### config.mk
export PLATFORM = sky130hd
export DESIGN_NAME = hamming_2d_encoder_flat
export DESIGN_NICKNAME = d
export VERILOG_FILES = /design/src/rtl/ham2d_pkg.sv /design/src/rtl/hamming_2d_encoder_if.sv /design/src/rtl/hamming1511_encoder.sv /design/src/rtl/hamming_2d_encoder.sv /design/src/flat_wrapper.sv
export SDC_FILE = /design/constraint.sdc
export NUM_CORES = 1
export LEC_CHECK = 0
export BUFFER_PORTS_ARGS = -buffer_cell sky130_fd_sc_hd__clkbuf_2
export CAP_MARGIN = 20
export CORE_ASPECT_RATIO = 1.25
export CORE_MARGIN = 2
export CORE_UTILIZATION = 51
export CTS_CLUSTER_SIZE = 20
export DETAILED_ROUTE_END_ITERATION = 10
export PLACE_DENSITY = 0.75
export SLEW_MARGIN = 15
export SYNTH_ARGS = -nofsm -noshare
export SYNTH_HDL_FRONTEND = slang
export SYNTH_HIERARCHICAL = 1
export SYNTH_SLANG_ARGS = --single-unit
### constraint.sdc
create_clock -name clk -period 7.61 [get_ports clk]
set_clock_uncertainty 0.2 [all_clocks]
set_input_delay 1.1415 -clock clk [delete_from_list [all_inputs] [get_ports clk]]
set_output_delay 1.1415 -clock clk [all_outputs]
set_load 0.1 [all_outputs]
### src/rtl/ham2d_pkg.sv
// ham2d_pkg: shared constants, FSM state type and code functions for the 2D product-code encoder.
package ham2d_pkg;

    localparam int N_ROWS = 4;
    localparam int N_COLS = 15;
    localparam int ROW_K  = 11;
    localparam int ROW_N  = 15;
    localparam int COL_K  = 4;
    localparam int COL_N  = 7;
    localparam int DATA_W = 44;
    localparam int CODE_W = 105;

    typedef enum logic [1:0] {IDLE, ROW, COL, OUT} state_e;

    // Bit k is Hamming position k+1; parity at positions 1, 2, 4, 8.
    function automatic logic [ROW_N-1:0] enc1511(input logic [ROW_K-1:0] d);
        logic p1, p2, p4, p8;
        p1 = d[0] ^ d[1] ^ d[3] ^ d[4] ^ d[6] ^ d[8] ^ d[10];
        p2 = d[0] ^ d[2] ^ d[3] ^ d[5] ^ d[6] ^ d[9] ^ d[10];
        p4 = d[1] ^ d[2] ^ d[3] ^ d[7] ^ d[8] ^ d[9] ^ d[10];
        p8 = ^d[10:4];
        return {d[10:4], p8, d[3:1], p4, d[0], p2, p1};
    endfunction

    function automatic logic [COL_N-1:0] enc74(input logic [COL_K-1:0] d);
        return {d[3], d[2], d[1], d[1] ^ d[2] ^ d[3], d[0], d[0] ^ d[2] ^ d[3], d[0] ^ d[1] ^ d[3]};
    endfunction

    // Row-major 4x15 to column-major 15x4: v[c*4+r] = w[r*15+c].
    function automatic logic [N_ROWS*ROW_N-1:0] interleave60(input logic [N_ROWS*ROW_N-1:0] w);
        logic [N_ROWS*ROW_N-1:0] v;
        v = '0;
        for (int c = 0; c < N_COLS; c++)
            for (int r = 0; r < N_ROWS; r++)
                v[c*N_ROWS+r] = w[r*ROW_N+c];
        return v;
    endfunction

endpackage

### src/rtl/hamming_2d_encoder_if.sv
// hamming_2d_encoder_if: input/output valid-ready channels plus busy status of the 2D encoder.
interface hamming_2d_encoder_if;
    import ham2d_pkg::*;

    logic              in_valid;
    logic              in_ready;
    logic [DATA_W-1:0] in_data;
    logic              out_valid;
    logic              out_ready;
    logic [CODE_W-1:0] out_data;
    logic              busy;

    modport master (
        output in_valid, in_data, out_ready,
        input  in_ready, out_valid, out_data, busy
    );

    modport slave (
        input  in_valid, in_data, out_ready,
        output in_ready, out_valid, out_data, busy
    );

endinterface

### src/rtl/hamming1511_encoder.sv
// hamming1511_encoder: one (15,11) row encoder lane.
module hamming1511_encoder
    import ham2d_pkg::*;
(
    input  logic [ROW_K-1:0] data_i,
    output logic [ROW_N-1:0] code_o
);

    assign code_o = enc1511(data_i);

endmodule

### src/rtl/hamming_2d_encoder.sv
// hamming_2d_encoder: 44-bit word -> 4 rows of (15,11), interleaved, then 15 columns of (7,4) = 105-bit codeword.
// Define HAM2D_ERR_INJECT_EN to add inj_en/inj_pos, which flip one codeword bit during the COL cycle.
module hamming_2d_encoder
    import ham2d_pkg::*;
#(
    parameter int ROW_LANES = 1
) (
    input logic clk,
    input logic rst,
`ifdef HAM2D_ERR_INJECT_EN
    input logic       inj_en,
    input logic [6:0] inj_pos,
`endif
    hamming_2d_encoder_if.slave bus
);

    localparam logic [1:0] CNT_STEP = 2'(ROW_LANES);
    localparam logic [1:0] CNT_LAST = 2'(N_ROWS - ROW_LANES);

    state_e                  state_q;
    logic [1:0]              cnt_q;
    logic [DATA_W-1:0]       data_q;
    logic [N_ROWS*ROW_N-1:0] rows_q;
    logic                    in_ready_q;
    logic                    out_valid_q;
    logic                    busy_q;
    logic [CODE_W-1:0]       out_data_q;
    logic [CODE_W-1:0]       code_clean;
    logic [CODE_W-1:0]       code_d;
    logic [N_ROWS*ROW_N-1:0] cols;
    logic [1:0]              lane_row  [ROW_LANES];
    logic [ROW_N-1:0]        lane_code [ROW_LANES];

    for (genvar l = 0; l < ROW_LANES; l++) begin : g_lane
        assign lane_row[l] = cnt_q + 2'(l);
        hamming1511_encoder u_enc (
            .data_i(data_q[6'(lane_row[l]) * 6'd11 +: ROW_K]),
            .code_o(lane_code[l])
        );
    end

    assign cols = interleave60(rows_q);

    for (genvar c = 0; c < N_COLS; c++) begin : g_col
        assign code_clean[c*COL_N +: COL_N] = enc74(cols[c*COL_K +: COL_K]);
    end

`ifdef HAM2D_ERR_INJECT_EN
    assign code_d = code_clean ^ ((inj_en && inj_pos < 7'(CODE_W)) ? CODE_W'(1) << inj_pos : '0);
`else
    assign code_d = code_clean;
`endif

    // Every row slot is rewritten for each word, so no stale row bits survive into COL.
    always_ff @(posedge clk or posedge rst) begin
        if (rst) begin
            state_q     <= IDLE;
            cnt_q       <= '0;
            data_q      <= '0;
            rows_q      <= '0;
            in_ready_q  <= 1'b1;
            out_valid_q <= 1'b0;
            out_data_q  <= '0;
            busy_q      <= 1'b0;
        end else begin
            case (state_q)
                IDLE: if (bus.in_valid) begin
                    data_q     <= bus.in_data;
                    cnt_q      <= '0;
                    in_ready_q <= 1'b0;
                    busy_q     <= 1'b1;
                    state_q    <= ROW;
                end
                ROW: begin
                    for (int i = 0; i < ROW_LANES; i++)
                        rows_q[6'(lane_row[i]) * 6'd15 +: ROW_N] <= lane_code[i];
                    cnt_q <= cnt_q + CNT_STEP;
                    if (cnt_q == CNT_LAST) state_q <= COL;
                end
                COL: begin
                    out_data_q  <= code_d;
                    out_valid_q <= 1'b1;
                    state_q     <= OUT;
                end
                OUT: if (bus.out_ready) begin
                    out_valid_q <= 1'b0;
                    in_ready_q  <= 1'b1;
                    busy_q      <= 1'b0;
                    state_q     <= IDLE;
                end
            endcase
        end
    end

    assign bus.in_ready  = in_ready_q;
    assign bus.out_valid = out_valid_q;
    assign bus.out_data  = out_data_q;
    assign bus.busy      = busy_q;

endmodule

### src/flat_wrapper.sv
// flat-port wrapper written by rule: the top's interface ports become plain ports
module hamming_2d_encoder_flat import ham2d_pkg::*;
#(
    parameter int ROW_LANES = 1
)
  (clk, rst, bus_in_valid, bus_in_data, bus_out_ready, bus_in_ready, bus_out_valid, bus_out_data, bus_busy);
  hamming_2d_encoder_if bus_i ();
  input logic clk;
  input logic rst;
  input wire logic [$bits(bus_i.in_valid)-1:0] bus_in_valid;
  input wire logic [$bits(bus_i.in_data)-1:0] bus_in_data;
  input wire logic [$bits(bus_i.out_ready)-1:0] bus_out_ready;
  output wire logic [$bits(bus_i.in_ready)-1:0] bus_in_ready;
  output wire logic [$bits(bus_i.out_valid)-1:0] bus_out_valid;
  output wire logic [$bits(bus_i.out_data)-1:0] bus_out_data;
  output wire logic [$bits(bus_i.busy)-1:0] bus_busy;
  assign bus_i.in_valid = bus_in_valid;
  assign bus_i.in_data = bus_in_data;
  assign bus_i.out_ready = bus_out_ready;
  assign bus_in_ready = bus_i.in_ready;
  assign bus_out_valid = bus_i.out_valid;
  assign bus_out_data = bus_i.out_data;
  assign bus_busy = bus_i.busy;
  hamming_2d_encoder #(.ROW_LANES(ROW_LANES)) u_core (.clk(clk), .rst(rst), .bus(bus_i));
endmodule
**Yosys cells after proc, flatten, opt, wreduce, memory -nomap -nowiden**

Cells that the tools add are included.
Widths: inputs -> output; s select.

- Logic and storage cells: 154
- Output and inout bits: 108
- Input bits: 48
- Bits in registers: 216

- Eq/ne operators: 7
- $mul: 2
- Shift operators: 3
- Bitwise gates (word level): 108
- Add/subtract/negate cells: 2
- Muxes and demuxes: 14
- Reduce and logical (&&, ||, !) cells: 10

Operators with widths:

| kind | number |
|---|---|
| $xor 1x1->1 | 108 |
| $bwmux 60 | 1 |
| $shift 15x8->60 const A | 1 |
| $shiftx 15x8->60 | 1 |
| $shiftx 44x7->11 | 1 |
| $mul 2x4->6 const B | 2 |
| $mux 2 | 4 |
| $neg 6->8 | 1 |
| $pmux 2 s4 | 1 |
| $reduce_xor 7->1 | 1 |
| $eq 2x2->1 const B | 3 |
| $pmux 1 s2 | 3 |
| $reduce_and 2->1 | 3 |
| $reduce_and 3->1 | 2 |
| $reduce_bool 2->1 | 3 |
| $mux 1 | 4 |
| $ne 2x2->1 const B | 2 |
| $pmux 2 s2 | 1 |
| $add 2x1->2 const B | 1 |
| $eq 2x1->1 const B | 1 |
| $logic_not 2->1 | 1 |
| $ne 2x1->1 const B | 1 |

**Longest topological paths before layout**

Gate-level depths: netlist of the first run.

- Word-level depth: 10
- Mapped depth: 9
- Mapped depth without buffers: 5

**By module**

The synthesis of the first run kept the hierarchy.

By module, submodules not included:

| module | cells each | area each (um^2) | sequential area each (um^2) | times used |
|---|---|---|---|---|
| hamming_2d_encoder | 601 | 9,115.0 | 5,406.4 | 1 |
| hamming1511_encoder | 24 | 292.8 | 0.0 | 1 |

**Worst setup path after synthesis of the first run**

Ideal clock, no wire load.

- Path kind: register -> register
- From: register u_core.cnt_q[1]
- To: register u_core.rows_q[0]
- Library setup time: 0.121 ns
- Setup slack: 4.953 ns
- Arrival time: 2.336 ns
- Required time: 7.289 ns
- Stages on the path, launching flop included: 6
- Buffers on the path: 1
- Period minus slack after synthesis: 2.657 ns
- Path through: dfrtp_1 -> buf_2 -> mux4_2 -> xnor3_1 -> xnor3_1 -> a22o_1

RTL lines:

| element | RTL line | source |
|---|---|---|
| start, declared | hamming_2d_encoder.sv:21 | `logic [1:0] cnt_q;` |
| start signal, assigned | hamming_2d_encoder.sv:77 | `cnt_q <= cnt_q + CNT_STEP;` |
| end signal, assigned by index | hamming_2d_encoder.sv:76 | `rows_q[6'(lane_row[i]) * 6'd15 +: ROW_N] <= lane_code[i];` |
| end, declared | hamming_2d_encoder.sv:23 | `logic [N_ROWS*ROW_N-1:0] rows_q;` |

**Final worst setup path of the first run**

- From: register u_core.cnt_q[0]
- To: register u_core.rows_q[58]

- Longest elaborated chain between the ends: 10
- Elaborated cells on any way between the ends: 26
- Those cells by class: add/sub: 1; mul: 2; shift: 3; mux: 1; bitwise: 18; reduce/logical: 1

Ends and longest elaborated chain:

| element | RTL line | source |
|---|---|---|
| $mul 2x4->6 | hamming_2d_encoder.sv:37 | `.data_i(data_q[6'(lane_row[l]) * 6'd11 +: ROW_K]),` |
| $shiftx 44x7->11 | hamming_2d_encoder.sv:37 |  |
| $xor 1x1->1, on equally long branches (6 in a row) | ham2d_pkg.sv:18, ham2d_pkg.sv:19, ham2d_pkg.sv:20 |  |
| $shiftx 15x8->60 | hamming_2d_encoder.sv:76 |  |
| $bwmux 60 * | hamming_2d_encoder.sv:76 |  |

Every way passes the cells marked *; elsewhere a longest branch is shown, timed or not.
A chain may end at the register's enable or synchronous reset.

==> flow_metrics.env, run 1 <==
export IMPL_yosysSeqAreaShare=0.575
export IMPL_yosys_mux_area_fraction=0.210
export IMPL_syn_avg_cell_area_um2=15.1
export IMPL_synth_simple_gate_area_frac=0.0168
export IMPL_antenna_found_initial=0
export IMPL_wl_um=19700
export IMPL_synthAdderAreaFrac=0.0146
export IMPL_fillCellCount=1369
export IMPL_syn2layout_area_growth_pct=17.5
export IMPL_fmax_ghz=0.314
export IMPL_worstSetupPathType="reg2reg"
export IMPL_die_area_um2=19600
export IMPL_worstPathArrival_ns=3.42
export IMPL_hold_path_class="reg2reg"
export IMPL_critPathLaunchType="flip-flop"
export IMPL_wire_per_inst_um=19.5
export IMPL_io_buffer_count=155
export IMPL_ys_flop_type="dfrtp_1"
export IMPL_synth_compound_area_frac=0.0620
export IMPL_regArea_um2=5410
export IMPL_cts_root_buffer="clkbuf_16"
export IMPL_ys_warnings_count=6
export IMPL_grt_pass1_vias=6054
export IMPL_grt_pass1_wl_um=32400
export IMPL_antenna_left=0
export IMPL_grt_use_total=0.204
export IMPL_nets=824
export IMPL_multi_input_area_um2=3750
export IMPL_synth_xor_area_frac=0.0931
export IMPL_initial_core_util=0.520
export IMPL_path_buf_inv=1
export IMPL_via_per_inst=5.50
export IMPL_cpPeakStageDelay_ns=1.01
export IMPL_worstMarginPinSlew_ns=1.10
export IMPL_final_common_cell="dfrtp_1"
export IMPL_syn_nets=684
export IMPL_layout_setup_ws_ns=4.42
export IMPL_hold_violations=0
export IMPL_die_width_um=125
export IMPL_mostFrequentLayoutCells="215 x dfrtp_1, 155 x clkbuf_2, 150 x mux2_2, 82 x xnor2_1, 58 x a22o_1"
export IMPL_grt_overflow=0
export IMPL_syn_area_um2=9410
export IMPL_rsz0062_at_grt="no"
export IMPL_cp_slowest_cell="nor4_4"
export IMPL_dp_hpwl_um=13600
export IMPL_path_clk_slew_ns=0.06
export IMPL_setup_viol=0
export IMPL_place_congestion=0.797
export IMPL_drt_iter0_markers=315
export IMPL_core_area_um2=18100
export IMPL_post_cts_setup_buffer_count=0
export IMPL_endpoint_kind="flip-flop"
export IMPL_synth_seq_cells=216
export IMPL_netlist_cell_type_count=34
export IMPL_cts_sinks=216
export IMPL_antennaDiodeCount=0
export IMPL_place_area_um2=10300
export IMPL_setup_tns_ns=0
export IMPL_drv_cap=0
export IMPL_ys_async_sr_fraction=1.00
export IMPL_num_rows=55
export IMPL_netlist_instances=625
export IMPL_slew_violations=0
export IMPL_slew_headroom=0.258
export IMPL_cp_max_fo=21
export IMPL_cp_required_ns=7.84
export IMPL_drive_gt1_frac=0.469
export IMPL_grt_max_degree=146
export IMPL_cts_buffers_inserted=22
export IMPL_whs_ns=0.305
export IMPL_die_h_um=156
export IMPL_synth_edff_count=0
export IMPL_clk_path_buf_depth=3
export IMPL_synth_top_family_by_area="multiplexers"
export IMPL_cts_hold_buffers=0
export IMPL_fin_crit_sh=0.419
export IMPL_path_cells="inv_1 -> ha_1 -> nor4_4 -> a22o_1"
export IMPL_pre_cts_ws_ns=4.44
export IMPL_status="finished, final reports clean"
export IMPL_post_route_drc_count=0
export IMPL_clk_latency_ns=0.51
export IMPL_vias=5552
export IMPL_dr_pass1_iters=4
export IMPL_ios=156
export IMPL_fin_area_um2=11100
export IMPL_ctsResizeCount=0
export IMPL_path_delay_family="simple AND/OR/NAND/NOR gates"
export IMPL_htree_levels=1
export IMPL_min_period_ns=3.19
export IMPL_cts_tree="built"
-- synthesized netlist by cell type (5+ instances only) --
cell type,n,area share
buf_4,13,0.010
mux2_2,150,0.18
xnor2_1,82,0.076
mux4_2,11,0.026
clkbuf_1,6,0.0024
nor2_1,5,0.0020
buf_2,20,0.011
a22o_1,58,0.054
ha_1,11,0.015
xnor3_1,7,0.017
dfrtp_1,215,0.57
nand2_1,9,0.0036
inv_1,8,0.0032
-- final timing paths --
kind	cells after the start	slack, ns	endpoint	start
worst max-delay path	4	4.42	u_core/rows_q[58]$_DFFE_PP0P_	u_core/cnt_q[0]$_DFFE_PP0P_
worst min-delay path	1	0.31	u_core/data_q[38]$_DFFE_PP0P_	u_core/data_q[38]$_DFFE_PP0P_
worst max register to register	4	4.42	u_core/rows_q[58]$_DFFE_PP0P_	u_core/cnt_q[0]$_DFFE_PP0P_
worst min register to register	1	0.31	u_core/data_q[38]$_DFFE_PP0P_	u_core/data_q[38]$_DFFE_PP0P_
max in group asynchronous	3	5.02	u_core/rows_q[22]$_DFFE_PP0P_	rst
min in group asynchronous	2	0.65	u_core/bus.out_data[66]$_DFFE_PP0P_	rst
-- layer usage --
layer | vias up | GRT usage | routed length (um)
met1 | 2835 | 0.275 | 8250
met3 | 33 | 0.0384 | 1170
met4 | 0 | 0.0640 | 378
met2 | 182 | 0.339 | 9860
met5 | - | 0 | 0
li1 | 2502 | - | -
-- registers in the layout, indices dropped and copies added, names as in the netlist --
signal / cells
u_core/bus.out_data: 105
u_core/rows_q: 60
u_core/data_q: 44
u_core/cnt_q: 2
u_core/state_q: 2
u_core/bus.busy: 1
u_core/bus.in_ready: 1
u_core/bus.out_valid: 1
-- kinds of logic (layout without fill, tap and decap cells) --
family	Yosys count	after routing
buf+inv	50	206
compound gates	69	69
xor+xnor	89	89
fa+ha+maj	11	11
flops	216	216
simple gates	25	25
mux	165	165
-- per-stage QoR --
step / utilization / cells
after floorplan: - / 625
after global placement: 0.568 / 969
after detailed placement: 0.568 / 969
after CTS: 0.611 / 1009
after global routing: 0.611 / 1009
final: 0.611 / 1009
-- final cells by class --
cell class / count / share of cell area
well taps: 228 / 0.0258
inverters: 8 / 0.00340
clock inverters: 13 / 0.0152
flip-flops and latches: 216 / 0.489
multi-input cells: 359 / 0.339
clock buffers: 27 / 0.0551
repair buffers: 158 / 0.0722
Power of run 1 is left out: the tool's default activity adds up to more than one toggle a clock period on the data nets, which glitch-free logic cannot reach.
==> run 2: changes to the inputs <==
==> constraint.sdc (replaced) <==
create_clock -name clk -period 2.9 [get_ports clk]
set_clock_uncertainty 0.2 [all_clocks]
set_input_delay 0.435 -clock clk [delete_from_list [all_inputs] [get_ports clk]]
set_output_delay 0.435 -clock clk [all_outputs]
set_load 0.1 [all_outputs]
==> flow_metrics.env, run 2 (same netlist as run 1, synthesis figures left out) <==
export IMPL_crit_start="u_core/cnt_q[0]$_DFFE_PP0P_"
export IMPL_layout_setup_ws_ns=0.200
export IMPL_antenna_found_initial=1
export IMPL_mostFrequentLayoutCells="215 x dfrtp_1, 155 x clkbuf_2, 150 x mux2_2, 82 x xnor2_1, 58 x a22o_1"
export IMPL_wire_per_inst_um=20.0
export IMPL_status="finished, final reports clean"
export IMPL_io_buffer_count=155
export IMPL_clk_path_buf_depth=3
export IMPL_cp_required_ns=3.07
export IMPL_slew_violations=0
export IMPL_dr_pass1_iters=4
export IMPL_cts_root_buffer="clkbuf_16"
export IMPL_via_per_inst=5.45
export IMPL_fillCellCount=1331
export IMPL_die_area_um2=19600
export IMPL_grt_pass1_vias=6449
export IMPL_nets=883
export IMPL_critPathLaunchType="flip-flop"
export IMPL_pre_cts_ws_ns=0.231
export IMPL_antenna_left=0
export IMPL_drive_gt1_frac=0.447
export IMPL_rsz0062_at_grt="no"
export IMPL_multi_input_area_um2=3750
export IMPL_num_rows=55
export IMPL_worstMarginPinSlew_ns=0.708
export IMPL_grt_overflow=0
export IMPL_fin_crit_sh=0.931
export IMPL_drt_iter0_markers=311
export IMPL_core_area_um2=18100
export IMPL_syn2layout_area_growth_pct=22.7
export IMPL_die_h_um=156
export IMPL_post_route_drc_count=0
export IMPL_place_congestion=0.777
export IMPL_crit_path_frequent_cell="xnor3_1"
export IMPL_wl_um=21300
export IMPL_post_cts_setup_buffer_count=0
export IMPL_path_clk_slew_ns=0.06
export IMPL_ff2ff_path_depth=4
export IMPL_setup_viol=0
export IMPL_grt_pass1_wl_um=34800
export IMPL_slew_headroom=0.527
export IMPL_worstHoldPathCells=2
export IMPL_grt_max_degree=64
export IMPL_cpPeakStageDelay_ns=0.74
export IMPL_largest_reg_flops=105
export IMPL_drv_cap=0
export IMPL_reg2reg_slack_ns=0.20
export IMPL_cp_max_fo=14
export IMPL_clk_latency_ns=0.49
export IMPL_ios=156
export IMPL_fmax_ghz=0.370
export IMPL_die_width_um=125
export IMPL_hold_path_class="in2reg"
export IMPL_initial_core_util=0.520
export IMPL_r2r_end="u_core/rows_q[46]$_DFFE_PP0P_"
export IMPL_worstSetupPathType="reg2reg"
export IMPL_path_cells="mux4_2 -> xnor3_1 -> xnor3_1 -> a22o_1"
export IMPL_vias=5814
export IMPL_worstPathArrival_ns=2.87
export IMPL_final_common_cell="dfrtp_1"
export IMPL_cts_hold_buffers=42
export IMPL_cts_sinks=216
export IMPL_grt_use_total=0.222
export IMPL_min_period_ns=2.70
export IMPL_endpoint_kind="flip-flop"
export IMPL_cp_endpoint="u_core/rows_q[46]$_DFFE_PP0P_"
export IMPL_hold_violations=0
export IMPL_regArea_um2=5410
export IMPL_r2r_start="u_core/cnt_q[0]$_DFFE_PP0P_"
export IMPL_htree_levels=1
export IMPL_dp_hpwl_um=14500
export IMPL_cts_buffers_inserted=22
export IMPL_cp_slowest_cell="dfrtp_1"
export IMPL_cts_tree="built"
export IMPL_ctsResizeCount=0
==> run 2: area by class of cell <==
| cell class | instances | share of cell area |
|---|---|---|
| Timing Repair Buffer | 217 | 0.121 |
| Clock buffer | 35 | 0.0572 |
| Sequential cell | 216 | 0.468 |
| Tap cell | 228 | 0.0247 |
| Inverter | 8 | 0.00293 |
| Antenna cell | 1 | 0.000217 |
| Multi-Input combinational cell | 359 | 0.325 |
| Clock inverter | 2 | 0.000867 |
==> run 2: worst min-delay path by stage <==
stage                                        from                            end  slack [ns]
floorplan           u_core/data_q[12]$_DFFE_PP0P_  u_core/data_q[12]$_DFFE_PP0P_        0.27
global placement    u_core/data_q[24]$_DFFE_PP0P_  u_core/data_q[24]$_DFFE_PP0P_        0.29
detailed placement  u_core/data_q[15]$_DFFE_PP0P_  u_core/data_q[15]$_DFFE_PP0P_        0.29
CTS                                bus_in_data[3]   u_core/data_q[3]$_DFFE_PP0P_       0.007
global route                      bus_in_data[24]  u_core/data_q[24]$_DFFE_PP0P_       0.007
finish                            bus_in_data[24]  u_core/data_q[24]$_DFFE_PP0P_        0.01
==> run 2: metrics by stage <==
step | std cells | util | area (um2) | setup TNS [ns] | hold slack, ns
after CTS | 1065 | 0.638 | 11500 | 0 | 0.00691
after floorplan | 625 | - | 9410 | -117.46 | 0.274
final | 1066 | 0.638 | 11500 | 0 | 0.0118
after global routing | 1066 | 0.638 | 11500 | 0 | 0.00656
after global placement | 986 | 0.577 | 10500 | 0 | 0.287
after detailed placement | 986 | 0.577 | 10500 | 0 | 0.293
==> run 2: worst max-delay path, delay by kind of cell, from the launching register on <==
kind	cells	cell delay, ns
xor gates and xnor gates	2	0.90
DFF	1	0.74
muxes	1	0.50
AOI/OAI and AO/OA	1	0.23
==> run 2: routing by layer <==
| metal | global-route usage | vias to the layer above | wire (um) |
|---|---|---|---|
| met5 | 0 | - | 0 |
| met4 | 0.0534 | 0 | 360 |
| met2 | 0.393 | 206 | 11100 |
| li1 | - | 2627 | - |
| met1 | 0.283 | 2954 | 8510 |
| met3 | 0.0412 | 27 | 1290 |
Power of run 2 is left out for the same reason.
